[config.mk]
export PLATFORM = sky130hd
export DESIGN_NAME = alu_seq_ctrl
export DESIGN_NICKNAME = d
export VERILOG_FILES = /design/src/rtl/alu_seq_ctrl.sv
export SDC_FILE = /design/constraint.sdc
export NUM_CORES = 1
export LEC_CHECK = 0
export CAP_MARGIN = 20
export CORE_ASPECT_RATIO = 1.75
export CORE_MARGIN = 1.5
export CORE_UTILIZATION = 44
export CTS_CLUSTER_DIAMETER = 30
export DETAILED_ROUTE_END_ITERATION = 16
export GPL_TIMING_DRIVEN = 0
export HOLD_SLACK_MARGIN = 0.05
export PLACE_DENSITY = 0.76
export SLEW_MARGIN = 25
export SYNTH_ARGS = -nofsm -noshare
export SYNTH_HDL_FRONTEND = slang
export SYNTH_SLANG_ARGS = --single-unit
[constraint.sdc]
create_clock -name CLK -period 1.5 [get_ports CLK]
set_input_delay 0.225 -clock CLK [delete_from_list [all_inputs] [get_ports CLK]]
set_output_delay 0.225 -clock CLK [all_outputs]
set_load 0.01 [all_outputs]
[src/rtl/alu_seq_ctrl.sv]
// Sequencer that borrows an external 8-bit 74181-style ALU to build an 8x8 multiply
// and 16-bit add/subtract out of repeated single-cycle ALU passes.
module alu_seq_ctrl (
  input  logic        CLK,
  input  logic        RST,
  input  logic        START,
  input  logic [1:0]  OP,
  input  logic [15:0] OPA,
  input  logic [15:0] OPB,
  output logic        BUSY,
  output logic        DONE,
  output logic [15:0] RES,
  output logic        CY,
  output logic        ZERO,
  output logic [3:0]  ALU_S,
  output logic        ALU_M,
  output logic        ALU_CN,
  output logic [7:0]  ALU_A,
  output logic [7:0]  ALU_B,
  input  logic [7:0]  ALU_F,
  input  logic        ALU_CO,
  input  logic        ALU_FZ
);

  localparam logic [1:0] OP_MUL = 2'b00;
  localparam logic [1:0] OP_RSV = 2'b11;
  localparam logic [3:0] S_ADD  = 4'b1001;
  localparam logic [3:0] S_SUB  = 4'b0110;
  localparam logic [3:0] S_PASS = 4'b1111;

  typedef enum logic [2:0] {IDLE, MUL_RUN, ADD_LO, ADD_HI, FIN} state_t;

  typedef struct packed {
    logic [1:0]  op;
    logic [15:0] a;
    logic [15:0] b;
  } req_t;

  state_t      state, state_nxt;
  req_t        req;
  logic [7:0]  acc, lo;
  logic [2:0]  cnt;
  logic        c;
  logic [15:0] res;
  logic        cy, zero;
  logic [7:0]  mul_acc_nxt, mul_lo_nxt;
  logic [3:0]  arith_s;

  // FZ is a non-zero flag over the 9-bit result, so zero detection is done locally.
  logic unused_fz;
  assign unused_fz = ALU_FZ;

  assign mul_acc_nxt = {ALU_CO, ALU_F[7:1]};
  assign mul_lo_nxt  = {ALU_F[0], lo[7:1]};
  assign arith_s     = req.op[1] ? S_SUB : S_ADD;

  assign BUSY = (state == MUL_RUN) || (state == ADD_LO) || (state == ADD_HI);
  assign DONE = (state == FIN);
  assign RES  = res;
  assign CY   = cy;
  assign ZERO = zero;

  always_ff @(posedge CLK) begin
    if (RST) begin
      state <= IDLE;
      req   <= '0;
      acc   <= '0;
      lo    <= '0;
      cnt   <= '0;
      c     <= 1'b0;
      res   <= '0;
      cy    <= 1'b0;
      zero  <= 1'b0;
    end else begin
      state <= state_nxt;
      case (state)
        IDLE: if (START) begin
          req.op <= OP;
          req.a  <= OPA;
          req.b  <= OPB;
          acc    <= '0;
          lo     <= OPB[7:0];
          cnt    <= '0;
          if (OP == OP_RSV) begin
            res  <= '0;
            cy   <= 1'b0;
            zero <= 1'b1;
          end
        end
        MUL_RUN: begin
          acc <= mul_acc_nxt;
          lo  <= mul_lo_nxt;
          cnt <= cnt + 3'd1;
          if (cnt == 3'd7) begin
            res  <= {mul_acc_nxt, mul_lo_nxt};
            cy   <= 1'b0;
            zero <= ~|{mul_acc_nxt, mul_lo_nxt};
          end
        end
        ADD_LO: begin
          res[7:0] <= ALU_F;
          c        <= ALU_CO;
        end
        ADD_HI: begin
          res[15:8] <= ALU_F;
          cy        <= ALU_CO;
          zero      <= ~|{ALU_F, res[7:0]};
        end
        default: ;
      endcase
    end
  end

  // Outputs default to ALU pass-zero; each busy state overrides what it uses.
  always_comb begin
    state_nxt = state;
    ALU_S     = S_PASS;
    ALU_M     = 1'b1;
    ALU_CN    = 1'b0;
    ALU_A     = '0;
    ALU_B     = '0;
    case (state)
      IDLE: if (START) begin
        if (OP == OP_MUL)      state_nxt = MUL_RUN;
        else if (OP == OP_RSV) state_nxt = FIN;
        else                   state_nxt = ADD_LO;
      end
      MUL_RUN: begin
        ALU_A = acc;
        ALU_B = req.a[7:0];
        if (lo[0]) begin
          ALU_S = S_ADD;
          ALU_M = 1'b0;
        end
        if (cnt == 3'd7) state_nxt = FIN;
      end
      ADD_LO: begin
        ALU_S     = arith_s;
        ALU_M     = 1'b0;
        ALU_A     = req.a[7:0];
        ALU_B     = req.b[7:0];
        state_nxt = ADD_HI;
      end
      ADD_HI: begin
        ALU_S     = arith_s;
        ALU_M     = 1'b0;
        ALU_CN    = c;
        ALU_A     = req.a[15:8];
        ALU_B     = req.b[15:8];
        state_nxt = FIN;
      end
      FIN:     state_nxt = IDLE;
      default: state_nxt = IDLE;
    endcase
  end

endmodule

* Word level (Yosys, flattened, before mapping)
Index checks and enable logic that the tools add are counted.
W data, S select, Z words.
** Word-level totals
- Register bits after elaboration :: 75
- Output and inout bits :: 42
** Cells by class
- $add $sub $neg :: 1
- Equal/unequal tests :: 9
- Mux-type cells :: 32
- Reduce and logical (&&, ||, !) cells :: 17
** Operator list (number)
- $pmux W8 S3 :: 4
- $mux W16 :: 3
- $pmux W8 S2 :: 2
- $reduce_or A16 Y1 :: 2
- $mux W3 :: 6
- $mux W8 :: 2
- $pmux W3 S4 :: 1
- $mux W1 :: 8
- $pmux W4 S2 :: 1
- $reduce_and A4 Y1 :: 2
- $eq A3 B2 Y1 const B :: 2
- $eq A3 B3 Y1 const B :: 2
- $pmux W1 S3 :: 2
- $pmux W3 S2 :: 1
- $reduce_and A2 Y1 :: 3
- $reduce_bool A3 Y1 :: 2
- $mux W4 :: 1
- $ne A2 B2 Y1 const B :: 2
- $add A3 B1 Y3 const B :: 1
- $eq A3 B1 Y1 const B :: 1
- $logic_not A3 Y1 :: 1
- $eq A2 B2 Y1 const B :: 1
- $logic_not A1 Y1 :: 2
- $logic_not A2 Y1 :: 1
- other kinds (5) :: 6

* Longest topological paths before layout
Gate-level depths: netlist of the first run.
- Depth after elaboration :: 5
- Mapped depth :: 7

* Worst setup path before layout of the first run
OpenSTA, ideal clock, no wires.
- Kind :: flip-flop to output port
- Start :: register state[0]
- End :: output ALU_B[1]
- Data arrival time :: 1378 ps
- Setup slack :: -103 ps
- Cell stages (with the launch flop) :: 6
- Path buffers :: 2
- Cells stage by stage :: dfxtp_1 > buf_4 > clkbuf_1 > mux2_2 > a22oi_1 > nor2_1
** On the way
- Longest elaborated chain between the ends :: 2
- Elaborated cells between the ends (all ways) :: 4
** Ends and longest elaborated chain
- from (decl) :: line 39 : state_t state, state_nxt;
- from (signal assigned) :: line 75 : state <= state_nxt;
- $eq A3 B2 Y1 or $eq A3 B1 Y1 (tied branches) :: line 122 : case (state)
- $pmux W8 S3 (*) :: line 122
- to (decl) :: line 19 : output logic [7:0] ALU_B,
Mark *: on every way between the ends. The rest lies on a longest branch, timed or not.

* Worst setup path in the final report of the first run
- Start :: register state[0]
- End :: output ALU_A[1]
** On the way
- Longest elaborated chain between the ends :: 2
- Elaborated cells between the ends (all ways) :: 4
** Ends and longest elaborated chain
- $eq A3 B2 Y1 or $eq A3 B1 Y1 (tied branches) :: line 122
- $pmux W8 S3 (*) :: line 122
- to (decl) :: line 18 : output logic [7:0] ALU_A,
Marked as above.

==> out/metrics.cfg, run 1 <==
[run_status]
status = finished, violations left
violations = setup timing

[timing]
slew_headroom = 0.500
rsz0062_at_grt = yes
slew_violations = 0
min_period_over_period = 1.31
tightest_slew_ns = 0.750
min_period_ns = 1.97
final-hold-violation-count = 0
setup_viol_count_final = 94
layout_setup_ws_ns = -0.471
fmax_ghz = 0.507
fin_tns_setup_ns = -26.91
clock_skew_ns = 0.00624

[global_route]
grt_pass1_vias = 4144
use_met3 = 0.0748
grt_pass1_wl_mm = 21.7
grt_busiest_layer = met2
grt_usage = 0.334
globalRouteMet2Util = 0.591
antenna_found_initial = 0
grt.overflow.total = 0
use_met1 = 0.331
grt_max_degree = 14

[setup_path]
slowest_delay_ns = 0.35
crit_fanout = 4
critPathKind = reg2out
critPathSlowestCell = dfxtp_4
cp_cell_sequence = buf_8 -> buf_8 -> buf_6 -> mux2_4 -> a22oi_2 -> nor2_1 -> buf_2
crit_top_cell = buf_8
crit_path_end_kind = output pin
worstPathArrival_ns = 1.75
crit_path_start_kind = register
cp_data_required_time_ns = 1.27

[logic_synthesis]
synth_seq_cells = 74
synth_top_family_by_area = simple AND/OR/NAND/NOR gates
ys_types = 35
syn_avg_cell_area_um2 = 8.32
syn-num-nets = 472
synth_xor_area_frac = 0
synth_area_um2 = 3500
yosys.area_share.simple = 0.234
synth_top_area_share = 0.423
synth_area_leaders = dfxtp_1, nand2_1, a22oi_1, a21oi_1, nor2_1
synth_top_area_cell = dfxtp_1
syn_inst = 421
ys_seq_area_frac = 0.423
synth_compound_area_frac = 0.169
synth_adder_area_share = 0.0143
yosysWarningCount = 0
yosys-mux-area-fraction = 0.103

[clock_tree]
htreeDepth = 3
numCtsBuffers = 9
clk_pin_slew_ns = 0.06
cts_tree = yes
clkSinkCount = 74
clkLatencyLatePin_ns = 0.35
cts_root_buf = clkbuf_16
clk_path_buf_depth = 2

[floorplanning]
die_x_um = 70.4
core_um2 = 7620
pin_count = 89
initial_core_util = 0.460
row_count = 42
die_y_um = 121
die_area_um2 = 8520

[pwr]
p_leak_nw = 2.42
clkPwrFrac = 0.345
pwr-share-seq = 0.346
ir_drop_v = 0.00105
switching_share = 0.308
p_comb_frac = 0.308
p_int_mw = 4.46
p_per_area_nw_per_um2 = 1070
netSwitchingPower_mw = 1.98

[cells_and_area]
mostFrequentLayoutCells = dfxtp_1, clkdlybuf4s50_1, nand2_1, nor2_1, buf_6
final_core_utilization = 0.791
layout-drive-gt1-share = 0.412
syn_to_final_growth_pct = 72.2
multiInputGateArea_um2 = 2360
diodes = 0
final_common_cell = dfxtp_1
fillers = 429
final_nets = 619
stdcell_count = 661
seqCellArea_um2 = 1490

[drt]
final_antenna_net_count = 0
vias = 4153
viasPerCell = 6.28
wirelength_mm = 14.9
wl_per_cell_um = 22.5
dr.pass1.iters = 6
drc = 0
drt-initial-drc-count = 441

[place]
place_ws_ns = -0.755
portBuffers = 86
placed_cells = 595
gp_congestion = 0.910
dp_hpwl_mm = 7.60

[worst_hold_path]
min_path_type = in2reg

[run]
max_cap_viol_count = 0

logic make-up (layout without fill, tap and decap cells):
kind of cell	count (synthesis)	count (layout)
muxes	34	34
AOI/OAI and AO/OA	96	97
and+or+nand+nor	174	174
buffers and inverters	39	190
DFF	74	74
adders and majority gates	4	4
power by group through the flow:
| stage | Combinational, mW | Sequential, mW | Clock, mW |
|---|---|---|---|
| 2_1_floorplan | 0.659 | 2.21 | 0 |
| 3_3_place_gp | 1.05 | 2.23 | 0 |
| 3_5_place_dp | 1.07 | 2.23 | 0 |
| 4_1_cts | 1.76 | 2.20 | 2.19 |
| 5_1_grt | 2.06 | 2.24 | 2.30 |
| 6_report | 1.99 | 2.23 | 2.22 |
final cells by class:
cell class                 count  area share
multi-input combinational    309       0.392
sequential                    74       0.248
timing repair buffer         136       0.226
buffer                        35      0.0637
clock buffer                  10      0.0396
tap                           88      0.0183
clock inverter                 6      0.0110
inverter                       3     0.00187
cells in the mapped netlist (all sizes together):
cell	instances
a21boi	1
a21oi	40
a22oi	34
a2bb2oi	1
a31oi	9
and2	2
and4b	1
buf	25
clkbuf	11
dfxtp	74
ha	4
inv	3
mux2	16
mux2i	18
nand2	82
nand2b	11
nand3b	2
nand4	1
nand4b	1
nand4bb	1
nor2	50
nor2b	2
nor3	3
nor3b	2
nor4	4
nor4b	1
o21ai	9
o22ai	2
or2	1
or4	10
final timing paths:
check,startpoint,endpoint,slack (ns),depth (start not counted)
hold / removal,OPB[13],req[13]$_SDFFE_PP0P_,0.43,3
hold reg to reg,req[13]$_SDFFE_PP0P_,req[13]$_SDFFE_PP0P_,0.46,2
setup / recovery,state[0]$_SDFFE_PP0P_,ALU_A[1],-0.47,7
setup reg to reg,state[0]$_SDFFE_PP0P_,cnt[1]$_SDFFE_PP0P_,-0.40,9
routing by layer:
| metal | wire length [µm] | share of wire |
|---|---|---|
| met1 | 5110 | 0.34 |
| met2 | 7650 | 0.51 |
| met3 | 1060 | 0.072 |
| met4 | 1050 | 0.070 |
| met5 | 0 | 0 |
stage by stage:
stage                     power, mW  hold slack, ns  cell area [µm²]
after floorplan                2.87           0.361             3520
after global placement         3.28           0.440             4490
after detailed placement       3.30           0.447             4490
after CTS                      6.15           0.409             5810
after global routing           6.60           0.442             6030
final                          6.44           0.426             6030
state kept, by name (all words and copies together), names as in the netlist:
name	count
CY	1
RES	16
ZERO	1
acc	8
c	1
cnt	3
lo	8
req	33
state	3
what timing repair did:
item / in CTS / in global routing
gates resized for setup: 295 / 41
setup buffers: 31 / 13
pin swaps: 50 / 23
hold buffers: 0 / 0
setup endpoints to repair: 95 / 99
gates cloned: 9 / 1
critical path, delay by kind of cell (launching register included):
family                 cells  cell delay, ns
buffers and inverters      4            0.53
multiplexers               1            0.29
AO/OA/AOI/OAI              1            0.16
flip-flops                 1            0.35
AND/OR/NAND/NOR            1            0.07
No activity file was read; power rests on OpenSTA's default activity.
==> run 2: changes to the inputs <==
Settings changed: RECOVER_POWER set to 50.
==> out/metrics.cfg, run 2 (synthesis results as in run 1) <==
[floorplanning]
die_x_um = 70.4
row_count = 42
die_y_um = 121
pin_count = 89
die_area_um2 = 8520
initial_core_util = 0.460
core_um2 = 7620

[clock_tree]
cts_tree = yes
clkSinkCount = 74
clkLatencyLatePin_ns = 0.35
clk_path_buf_depth = 2
numCtsBuffers = 9
cts_root_buf = clkbuf_16
clk_pin_slew_ns = 0.06
cts_hold_buf = 0
htreeDepth = 3

[timing]
clock_skew_ns = 0.00682
tightest_slew_ns = 0.754
layout_setup_ws_ns = -0.472
setup_viol_count_final = 94
fmax_ghz = 0.507
slew_headroom = 0.498
rsz0062_at_grt = yes
min_period_over_period = 1.31
final-hold-violation-count = 0
fin_tns_setup_ns = -26.79
min_period_ns = 1.97
slew_violations = 0

[drt]
dr.pass1.iters = 6
wirelength_mm = 14.8
final_antenna_net_count = 0
drt-initial-drc-count = 441
wl_per_cell_um = 22.5
drc = 0
viasPerCell = 6.27
vias = 4144

[setup_path]
crit_path_end_kind = output pin
critPathKind = reg2out
worstPathArrival_ns = 1.75
crit_fanout = 4
crit_path_start_kind = register
cp_data_required_time_ns = 1.27

[pwr]
p_int_mw = 4.46
netSwitchingPower_mw = 1.98
clkPwrFrac = 0.345
ir_drop_v = 0.00105
p_total_mw = 6.44
pwr-share-seq = 0.347
p_comb_frac = 0.308
p_per_area_nw_per_um2 = 1070
switching_share = 0.307
p_leak_nw = 2.34

[cells_and_area]
top_register = req
final_nets = 619
syn_to_final_growth_pct = 71.9
seqCellArea_um2 = 1490
mostFrequentLayoutCells = dfxtp_1, clkdlybuf4s50_1, nand2_1, nor2_1, buf_6
fillers = 431
final_common_cell = dfxtp_1
multiInputGateArea_um2 = 2360
layout-drive-gt1-share = 0.412
stdcell_count = 661
diodes = 0
largest_reg_flops = 33

[place]
placed_cells = 595
dp_hpwl_mm = 7.60
gp_congestion = 0.910
portBuffers = 86

[worst_hold_path]
min_path_type = in2reg

[global_route]
grt.overflow.total = 0
grt_max_degree = 14
antenna_found_initial = 0
grt_pass1_vias = 4144
grt_usage = 0.334
grt_pass1_wl_mm = 21.7

[run_status]
status = finished, violations left
violations = setup timing

[run]
max_cap_viol_count = 0

==> run 2: cell types whose count changed in the layout (fill, tap and decap cells not counted) <==
cell	change
dlymetal6s2s_1	-4
clkdlybuf4s25_1	+4
==> run 2: final timing paths <==
path | depth (start not counted) | endpoint | slack [ns] | start
min | 3 | req[13]$_SDFFE_PP0P_ | 0.43 | OPB[13]
max | 7 | ALU_A[1] | -0.47 | state[0]$_SDFFE_PP0P_
max reg2reg | 9 | cnt[1]$_SDFFE_PP0P_ | -0.38 | state[0]$_SDFFE_PP0P_
min reg2reg | 2 | req[13]$_SDFFE_PP0P_ | 0.46 | req[13]$_SDFFE_PP0P_
==> run 2: power groups by stage <==
| stage | clock network (mW) | registers, mW | logic, mW |
|---|---|---|---|
| 2_1_floorplan | 0 | 2.21 | 0.659 |
| 3_3_place_gp | 0 | 2.23 | 1.05 |
| 3_5_place_dp | 0 | 2.23 | 1.07 |
| 4_1_cts | 2.19 | 2.20 | 1.76 |
| 5_1_grt | 2.30 | 2.24 | 2.06 |
| 6_report | 2.22 | 2.23 | 1.98 |
==> run 2: cell type report <==
type	instances	area share
Tap cell	88	0.0183
Buffer	35	0.0638
Sequential cell	74	0.248
Inverter	3	0.00187
Timing Repair Buffer	136	0.225
Clock buffer	10	0.0397
Multi-Input combinational cell	309	0.393
Clock inverter	6	0.0110
==> run 2: worst max-delay path, cell delays in order (launching register included) <==
cell     delay (ns)
dfxtp_4        0.35
buf_8          0.14
buf_8          0.13
buf_6          0.12
mux2_4         0.29
a22oi_2        0.16
nor2_1         0.07
buf_2          0.14
==> run 2: per-stage QoR <==
| stage | hold WS [ns] | setup WS (ns) | utilization | instance area [µm²] |
|---|---|---|---|---|
| final | 0.425 | -0.472 | 0.790 | 6020 |
| after CTS | 0.409 | -0.450 | 0.762 | 5810 |
| after detailed placement | 0.447 | -0.755 | 0.589 | 4490 |
| after floorplan | 0.361 | 0.00347 | - | 3520 |
| after global placement | 0.440 | -0.756 | 0.589 | 4490 |
| after global routing | 0.442 | -0.508 | 0.790 | 6020 |
==> run 2: layer usage <==
| layer | track usage | wire (µm) |
|---|---|---|
| met4 | 0.257 | 1000 |
| met5 | 0 | 0 |
| met3 | 0.0748 | 1030 |
| met2 | 0.591 | 7740 |
| met1 | 0.331 | 5080 |
==> run 2: repair_timing <==
item | 4_1_cts | 5_1_grt
gates resized for setup | 295 | 41
setup buffers | 31 | 13
cloned | 9 | 1
endpoints found under the setup margin | 95 | 99
pin swaps | 50 | 23
==> run 3: changes to the inputs <==
Settings changed: CORE_UTILIZATION 44 to 49, PLACE_DENSITY 0.76 to 0.8.
Clock period 1.5 ns to 1.82 ns, I/O delays scaled along.
==> out/metrics.cfg, run 3 (synthesis results as in run 1) <==
[floorplanning]
row_count = 40
initial_core_util = 0.507
pin_count = 89
die_area_um2 = 7680
die_x_um = 66.9
core_um2 = 6910
die_y_um = 115

[clock_tree]
cts_root_buf = clkbuf_16
clkSinkCount = 74
clk_pin_slew_ns = 0.06
htreeDepth = 3
clk_path_buf_depth = 2
cts_hold_buf = 0
numCtsBuffers = 9
cts_tree = yes
clkLatencyLatePin_ns = 0.35

[global_route]
grt_max_degree = 20
grt_usage = 0.336
grt_pass1_vias = 3858
antenna_found_initial = 0
grt_pass1_wl_mm = 19.3
grt.overflow.total = 0

[setup_path]
crit_path_start_kind = register
r2r_slack_ns = -0.05
reg2reg_depth = 9
critPathKind = reg2out
reg2reg_from = state[0]$_SDFFE_PP0P_
cp_data_required_time_ns = 1.55
crit_fanout = 6
worstPathArrival_ns = 1.77
reg2reg_to = acc[3]$_SDFFE_PP0P_
crit_path_end_kind = output pin

[pwr]
p_int_mw = 3.53
clkPwrFrac = 0.376
p_leak_nw = 2.10
netSwitchingPower_mw = 1.44
switching_share = 0.290
ir_drop_v = 0.000686
p_per_area_nw_per_um2 = 928
p_comb_frac = 0.256
pwr-share-seq = 0.368

[worst_hold_path]
worst_hold_path.endpoint = req[9]$_SDFFE_PP0P_
min_path_type = reg2reg
hold_start = req[9]$_SDFFE_PP0P_
hold_depth = 2

[place]
gp_congestion = 0.937
dp_hpwl_mm = 7.54
place_ws_ns = -0.553
portBuffers = 86
placed_area_um2 = 4470

[cells_and_area]
final_common_cell = nand2_1
layout-drive-gt1-share = 0.283
final_nets = 600
mostFrequentLayoutCells = nand2_1, dfxtp_1, clkdlybuf4s50_1, nor2_1, a21oi_1
diodes = 0
largest_reg_flops = 33
syn_to_final_growth_pct = 53.2
fin_area_um2 = 5360
final_core_utilization = 0.777
top_register = req

[timing]
fmax_ghz = 0.488
slew_violations = 0
final-hold-violation-count = 0
fin_tns_setup_ns = -2.17
rsz0062_at_grt = yes
layout_setup_ws_ns = -0.228
slew_headroom = 0.610
min_period_over_period = 1.13
setup_viol_count_final = 21
tightest_slew_ns = 0.585
clock_skew_ns = 0.00541
min_period_ns = 2.05

[drt]
wl_per_cell_um = 20.5
wirelength_mm = 13.1
wl_met3_um = 955
viasPerCell = 6.09
drc = 0
drt-initial-drc-count = 356
wl_met1_mm = 4.33
final_antenna_net_count = 0
highest_layer = met4
vias = 3887
dr.pass1.iters = 6
met2_wirelength_mm = 6.84

[run_status]
violations = setup timing
status = finished, violations left

[run]
max_cap_viol_count = 0

-- run 3: final cells by class --
class | count | area [µm²]
plain buffers | 34 | 308
clock buffers | 12 | 267
clock inverters | 4 | 48.8
fillers | 443 | 1540
inverters | 3 | 11.3
multi-input cells | 308 | 2060
flip-flops and latches | 74 | 1490
well taps | 84 | 105
repair buffers | 119 | 1070
-- run 3: timing repair --
action / 4_1_cts / 5_1_grt
pin swaps: 11 / 15
gates resized for setup: 150 / 51
gates cloned: 1 / 2
endpoints found under the setup margin: 36 / 70
buffers inserted: 21 / 10
-- run 3: worst max path at each step --
stage                                      from  endpoint  slack (ns)  cells after the start
after floorplan           state[0]$_SDFFE_PP0P_  ALU_B[1]        0.17                      5
after global placement    state[0]$_SDFFE_PP0P_  ALU_B[4]       -0.52                      6
after detailed placement  state[0]$_SDFFE_PP0P_  ALU_B[3]       -0.55                      6
after CTS                 state[0]$_SDFFE_PP0P_  ALU_B[1]       -0.17                      7
after global routing      state[0]$_SDFFE_PP0P_  ALU_B[4]       -0.25                      7
final                     state[0]$_SDFFE_PP0P_  ALU_B[4]       -0.23                      7
-- run 3: power by group through the flow --
stage	clock [mW]	combinational, mW	sequential (mW)
after global routing	1.94	1.34	1.84
after CTS	1.85	1.07	1.81
after floorplan	0	0.536	1.82
final	1.87	1.28	1.83
after detailed placement	0	0.873	1.84
after global placement	0	0.858	1.84
-- run 3: through the flow --
stage | cells | power (mW) | hold slack, ns
after floorplan | 421 | 2.36 | 0.409
after global placement | 591 | 2.69 | 0.439
after detailed placement | 591 | 2.71 | 0.445
after CTS | 627 | 4.73 | 0.455
after global routing | 638 | 5.12 | 0.487
final | 638 | 4.98 | 0.455
-- run 3: metal layers --
| layer | GRT usage | vias up |
|---|---|---|
| met5 | 0 | - |
| met4 | 0.260 | 0 |
| met3 | 0.0753 | 81 |
| met2 | 0.595 | 248 |
| met1 | 0.327 | 1831 |
| li1 | - | 1727 |
-- run 3: worst max-delay path, cell delays in order (launching register included) --
cell,delay [ns]
dfxtp_4,0.36
buf_6,0.14
clkbuf_16,0.16
buf_6,0.11
mux2_4,0.31
a22oi_2,0.15
nor2_1,0.07
buf_2,0.13
